[src/rtl/nd_1to2.sv]
`default_nettype none

`ifndef NS_MESSAGE_FIFO_SIZE
`define NS_MESSAGE_FIFO_SIZE 4
`endif
`ifndef NS_ADDRESS_SIZE
`define NS_ADDRESS_SIZE 32
`endif
`ifndef NS_DATA_SIZE
`define NS_DATA_SIZE 32
`endif

// ============================================================================
// Module   : nd_1to2
// Purpose  : 1-to-2 split node. Each message arriving on the rcv0 channel is
//            routed to snd0 or snd1 by address bit RBIT. Every output owns a
//            message FIFO, so a stalled consumer only blocks the other side
//            once its own FIFO is full (the input is head-of-line).
// Ports    : i_clk                 rising-edge clock
//            reset                 synchronous active-high reset
//            ready                 node initialised after reset
//            snd0_addr/data/req    output 0 message and request
//            snd0_ack              output 0 acknowledge
//            snd1_addr/data/req    output 1 message and request
//            snd1_ack              output 1 acknowledge
//            rcv0_addr/data/req    input message and request
//            rcv0_ack              input acknowledge
//            All channels use a 4-phase req/ack handshake.
// Revision : 1.0 - initial release
// ============================================================================
module nd_1to2 #(
  parameter int FSZ  = `NS_MESSAGE_FIFO_SIZE,
  parameter int ASZ  = `NS_ADDRESS_SIZE,
  parameter int DSZ  = `NS_DATA_SIZE,
  parameter int RBIT = 0
) (
  input  logic           i_clk,
  input  logic           reset,
  output logic           ready,
  output logic [ASZ-1:0] snd0_addr,
  output logic [DSZ-1:0] snd0_data,
  output logic           snd0_req,
  input  logic           snd0_ack,
  output logic [ASZ-1:0] snd1_addr,
  output logic [DSZ-1:0] snd1_data,
  output logic           snd1_req,
  input  logic           snd1_ack,
  input  logic [ASZ-1:0] rcv0_addr,
  input  logic [DSZ-1:0] rcv0_data,
  input  logic           rcv0_req,
  output logic           rcv0_ack
);

  localparam int c_PW = $clog2(FSZ);      // FIFO pointer width
  localparam int c_CW = $clog2(FSZ) + 1;  // occupancy count width (0..FSZ)
  localparam int c_MW = ASZ + DSZ;        // stored message width

  logic       r_ready;
  logic       r_rcv_ack;
  logic       w_run;
  logic       w_pending;
  logic       w_tgt;
  logic       w_accept;
  logic [1:0] w_wr;
  logic [1:0] w_snd_ack;

  assign w_run     = r_ready & ~reset;
  // A new message is only pending while the previous handshake is closed;
  // the req qualifier also keeps an undriven address from reaching the FIFOs.
  assign w_pending = rcv0_req & ~r_rcv_ack;
  assign w_tgt     = rcv0_addr[RBIT];
  assign w_accept  = |w_wr;
  assign w_snd_ack = {snd1_ack, snd0_ack};

  // --------------------------------------------------------------------------
  // Ready flag and input acknowledge
  // --------------------------------------------------------------------------
  always_ff @(posedge i_clk) begin
    if (reset) begin
      r_ready <= 1'b0;
    end else if (!r_ready) begin
      r_ready   <= 1'b1;
      r_rcv_ack <= 1'b0;
    end else if (w_accept) begin
      r_rcv_ack <= 1'b1;
    end else if (!rcv0_req && r_rcv_ack) begin
      r_rcv_ack <= 1'b0;
    end
  end

  // --------------------------------------------------------------------------
  // One FIFO plus output channel per destination
  // --------------------------------------------------------------------------
  for (genvar k = 0; k < 2; k++) begin : g_out
    logic [c_MW-1:0] r_mem [FSZ];
    logic [c_PW-1:0] r_head;
    logic [c_PW-1:0] r_tail;
    logic [c_CW-1:0] r_count;
    logic            r_req;
    logic [ASZ-1:0]  r_addr;
    logic [DSZ-1:0]  r_data;
    logic            w_full;
    logic            w_rd;

    // Full is judged on the registered count, so a read on this edge does
    // not make room for a write on the same edge.
    assign w_full  = (r_count == c_CW'(FSZ));
    assign w_wr[k] = w_run & w_pending & (w_tgt == 1'(k)) & ~w_full;
    // Launch only once the previous handshake has fully closed.
    assign w_rd    = w_run & ~r_req & ~w_snd_ack[k] & (r_count != '0);

    always_ff @(posedge i_clk) begin
      if (w_wr[k]) begin
        r_mem[r_head] <= {rcv0_addr, rcv0_data};
      end
    end

    always_ff @(posedge i_clk) begin
      if (!reset) begin
        if (!r_ready) begin
          r_head  <= '0;
          r_tail  <= '0;
          r_count <= '0;
          r_req   <= 1'b0;
          r_addr  <= '0;
          r_data  <= '0;
        end else begin
          if (w_wr[k]) begin
            r_head <= r_head + 1'b1;  // power-of-2 depth wraps naturally
          end
          if (w_rd) begin
            {r_addr, r_data} <= r_mem[r_tail];
            r_req            <= 1'b1;
            r_tail           <= r_tail + 1'b1;
          end else if (r_req && w_snd_ack[k]) begin
            r_req <= 1'b0;
          end
          r_count <= r_count + c_CW'(w_wr[k]) - c_CW'(w_rd);
        end
      end
    end
  end

  assign ready     = r_ready;
  assign rcv0_ack  = r_rcv_ack;
  assign snd0_addr = g_out[0].r_addr;
  assign snd0_data = g_out[0].r_data;
  assign snd0_req  = g_out[0].r_req;
  assign snd1_addr = g_out[1].r_addr;
  assign snd1_data = g_out[1].r_data;
  assign snd1_req  = g_out[1].r_req;

endmodule

`default_nettype wire
[config.mk]
export PLATFORM = sky130hd
export DESIGN_NAME = nd_1to2
export DESIGN_NICKNAME = d
export VERILOG_FILES = /design/src/rtl/nd_1to2.sv
export SDC_FILE = /design/constraint.sdc
export NUM_CORES = 1
export LEC_CHECK = 0
export ABC_AREA = 1
export CAP_MARGIN = 20
export CORE_MARGIN = 2
export CORE_UTILIZATION = 50
export DETAILED_ROUTE_END_ITERATION = 10
export GPL_TIMING_DRIVEN = 0
export PLACE_DENSITY_LB_ADDON = 0.1
export SYNTH_ARGS = -nofsm -noshare
export SYNTH_HDL_FRONTEND = slang
export SYNTH_SLANG_ARGS = --single-unit
[constraint.sdc]
create_clock -name i_clk -period 5.5 [get_ports i_clk]
set_clock_uncertainty 0.15 [all_clocks]
set_input_delay 1.1 -clock i_clk [delete_from_list [all_inputs] [get_ports i_clk]]
set_output_delay 1.1 -clock i_clk [all_outputs]
set_load 0.01 [all_outputs]
==> results.md <==
- Max IR drop VDD: approximately 0.2 mV
- HPWL Detailed: 40400 um
- Number of global-route vias before repair: 14.8k
- Crit. End Element: flip-flop
- Hold WS: approximately 0.45 ns
- Commonest non-fill, non-tap cell in the layout: edfxtp_1
- TritonCTS buffer count: 68
- Worst reg-to-reg setup slack: ~2.5 ns
- Grt ovf: 0
- Hold endpoint: snd1_addr[26]$_SDFFCE_PN0P_
- Vias: between 15k and 20k
- Non-Filler Instances: between 2k and 3k
- Min Tclk post-route: ~3.7 ns
- Largest net degree at the start of global routing: 43
- Worst Tran Pin Value: around 0.87 ns
- Critical setup path kind: input pin to flip-flop
- Die width: roughly 230 um
- Synthesis-to-layout area growth: 22.6%
- Total iterations of the first detailed-routing run: 5
- GR Layer Usage met2: between 30% and 40%
- Share of cells above drive strength 1: under 10%
- Final hold vios: 0
- Site Rows: slightly above 80
- Synth top area cells: edfxtp_1 (80%), nor2_1 (8.0%), o21ai_0 (5.0%)
- Leak Pwr: 0.0102 uW
- Cell Pwr Density: ~360 nW/um2
- Clock slew at reported path FFs: 0.06 ns
- Final core occ: about 62%
- Max frequency: 269 MHz
- Top Usage Layer GRT: met2
- Worst hold path depth: 2
- Dpl cells: approximately 2.7k
- # port buffers: 200
- Initial antenna violation count: 2
- FF-to-FF End: g_out[1].r_mem[3][15]$_DFFE_PP_
- Startpoint types: input pin
- Initial Util: 50.6%
- Depth of the CTS H-tree: 3
- Mean routed wirelength per cell: about 22 um
- Synthesized instance count: about 1.8k
- Syn avg cell area: roughly 14 um2
- Final Setup Violations: 0
- Core area: just under 50000 um2
- Post-synth top area cell: edfxtp_1
- Cts repair resizes: 0
- Post-Syn Area: between 20000 and 25000 um2
- Clk buf depth: 3
- CTS root buf: clkbuf_16
- Met3 Usage GRT: 3.27%
- Placer congestion estimate: just under 0.8
- Synth Register Bits: 658
- Post-DR vias/cell: ~5.4
- Sequential-to-total area share from yosys stat: ~80%
- Synth unique cells: 21
- Clock latency on the worst-skew pair: 0.58 ns
- Hold WC Path Type: flip-flop to flip-flop
- Final Cycle Share: 67.7%
- Die Height: roughly 230 um
- TritonCTS Sinks: roughly 660
- Met1 track demand over resource: 34.8%
- Post-Syn Nets: about 1.9k
- CP arrival: between 3 and 4 ns
- Post-synth top area share: about four fifths
- Initial DRC Count: between 1k and 1.5k
- Setup bufs post-CTS: 0
- Worst slew margin: a little over two fifths
- Worst r2r src: ready$_DFF_P_
- DRT Wirelength: 61500 um
- CTS tree: done
- Worst r2r path cells: 6
- RSZ-0062 raised after global routing: no
- Max FO, Critical Path: 23
- Total Routing Usage GR: 24.3%
- Slew Limit Fails: 0
- Hold Buf Count CTS: 0
- Number of nets with antenna violations after routing: 0
- Hold_sp: g_out[1].r_mem[3][58]$_DFFE_PP_
- Most frequent cells in the layout: edfxtp_1 (657), nor2_1 (521), o21ai_0 (246)
- Nets: approximately 2.1k
- Max cap viols: 0
- Status: complete, no violations
- CP required: 5.62 ns
- Die area: around 51000 um2
- Yosys warning count: 0
- IO Pins: 201
- # DRC: 0
- First-pass GRT wire length: 90900 um
[flip-flops by register name, summed over array words and instances (netlist names)]
name	count
g_out.r_mem	512
snd0_addr	32
snd0_data	32
snd1_addr	32
snd1_data	32
g_out.r_count	6
g_out.r_head	4
g_out.r_tail	4
rcv0_ack	1
ready	1
snd0_req	1
snd1_req	1
[kinds of logic (layout without fill, tap and decap cells)]
family                   Yosys count  count (layout)  synth area share (%)
AO/OA/AOI/OAI                    393             393                  7.96
XOR/XNOR                           2               2                0.0709
buffers and inverters            142             479                  2.75
flip-flops                       658             658                  79.9
AND/OR/NAND/NOR                  558             558                  8.55
other                              0               1                     0
adder cells (fa/ha/maj)           14              14                 0.769
[report_power, final]
part	switching [uW]	total, uW	internal [uW]
registers	26.9	5630	5610
logic	393	623	230
clock network	1850	4670	2820
total	2270	10900	8660
[per-layer routing]
metal | up-vias | wire length (um) | share of wire [%]
met5 | - | 0 | 0
li1 | 6899 | - | -
met4 | 0 | 1290 | 2.1
met3 | 83 | 3950 | 6.4
met1 | 7539 | 26500 | 43
met2 | 552 | 29700 | 48
[cells in the mapped netlist]
| cell | count |
|---|---|
| buf_6 | 5 |
| nand3_1 | 9 |
| edfxtp_1 | 657 |
| nor2_1 | 529 |
| fa_1 | 2 |
| a21oi_1 | 133 |
| inv_1 | 39 |
| or2_2 | 1 |
| nand3b_1 | 1 |
| clkbuf_1 | 41 |
| ha_1 | 12 |
| xnor2_1 | 2 |
| o21ai_1 | 14 |
| buf_2 | 18 |
| nand2_1 | 18 |
| clkinv_1 | 1 |
| buf_1 | 12 |
| inv_2 | 3 |
| dfxtp_1 | 1 |
| buf_4 | 23 |
| o21ai_0 | 246 |
[how the worst max path moves through the flow]
stage / start / end
5_1_grt: reset / g_out[1].r_mem[3][18]$_DFFE_PP_
6_report: reset / g_out[1].r_mem[3][15]$_DFFE_PP_
3_3_place_gp: reset / g_out[1].r_mem[1][19]$_DFFE_PP_
2_1_floorplan: reset / g_out[0].r_mem[0][0]$_DFFE_PP_
3_5_place_dp: reset / g_out[1].r_mem[3][20]$_DFFE_PP_
4_1_cts: reset / g_out[1].r_mem[3][15]$_DFFE_PP_
[through the flow]
| step | total power [uW] | TNS (ns) | instance area, um2 | setup WS, ns |
|---|---|---|---|---|
| after floorplan | 6010 | 0 | 24700 | 0.443 |
| after global placement | 6350 | -1316.11 | 27500 | -2.79 |
| after detailed placement | 6360 | 0 | 28000 | 1.17 |
| after CTS | 11000 | 0 | 30300 | 1.77 |
| after global routing | 11200 | 0 | 30300 | 1.59 |
| final | 10900 | 0 | 30300 | 1.78 |
[critical path, cell delays in order]
cell	delay, ns
clkdlybuf4s50_1	0.43
clkinv_1	0.27
nand2_1	0.12
nor2_1	0.16
nand3_1	0.41
nor2_4	0.81
buf_12	0.27
buf_12	0.23
[cell type report]
| class | count | area [um2] |
|---|---|---|
| Antenna cell | 1 | 2.50 |
| Buffer | 99 | 518 |
| Clock buffer | 80 | 1850 |
| Clock inverter | 38 | 414 |
| Fill cell | 3667 | 18500 |
| Inverter | 43 | 166 |
| Multi-Input combinational cell | 967 | 4350 |
| Sequential cell | 658 | 19700 |
| Tap cell | 664 | 831 |
| Timing Repair Buffer | 219 | 2420 |
(Power assumes the default switching activity.)
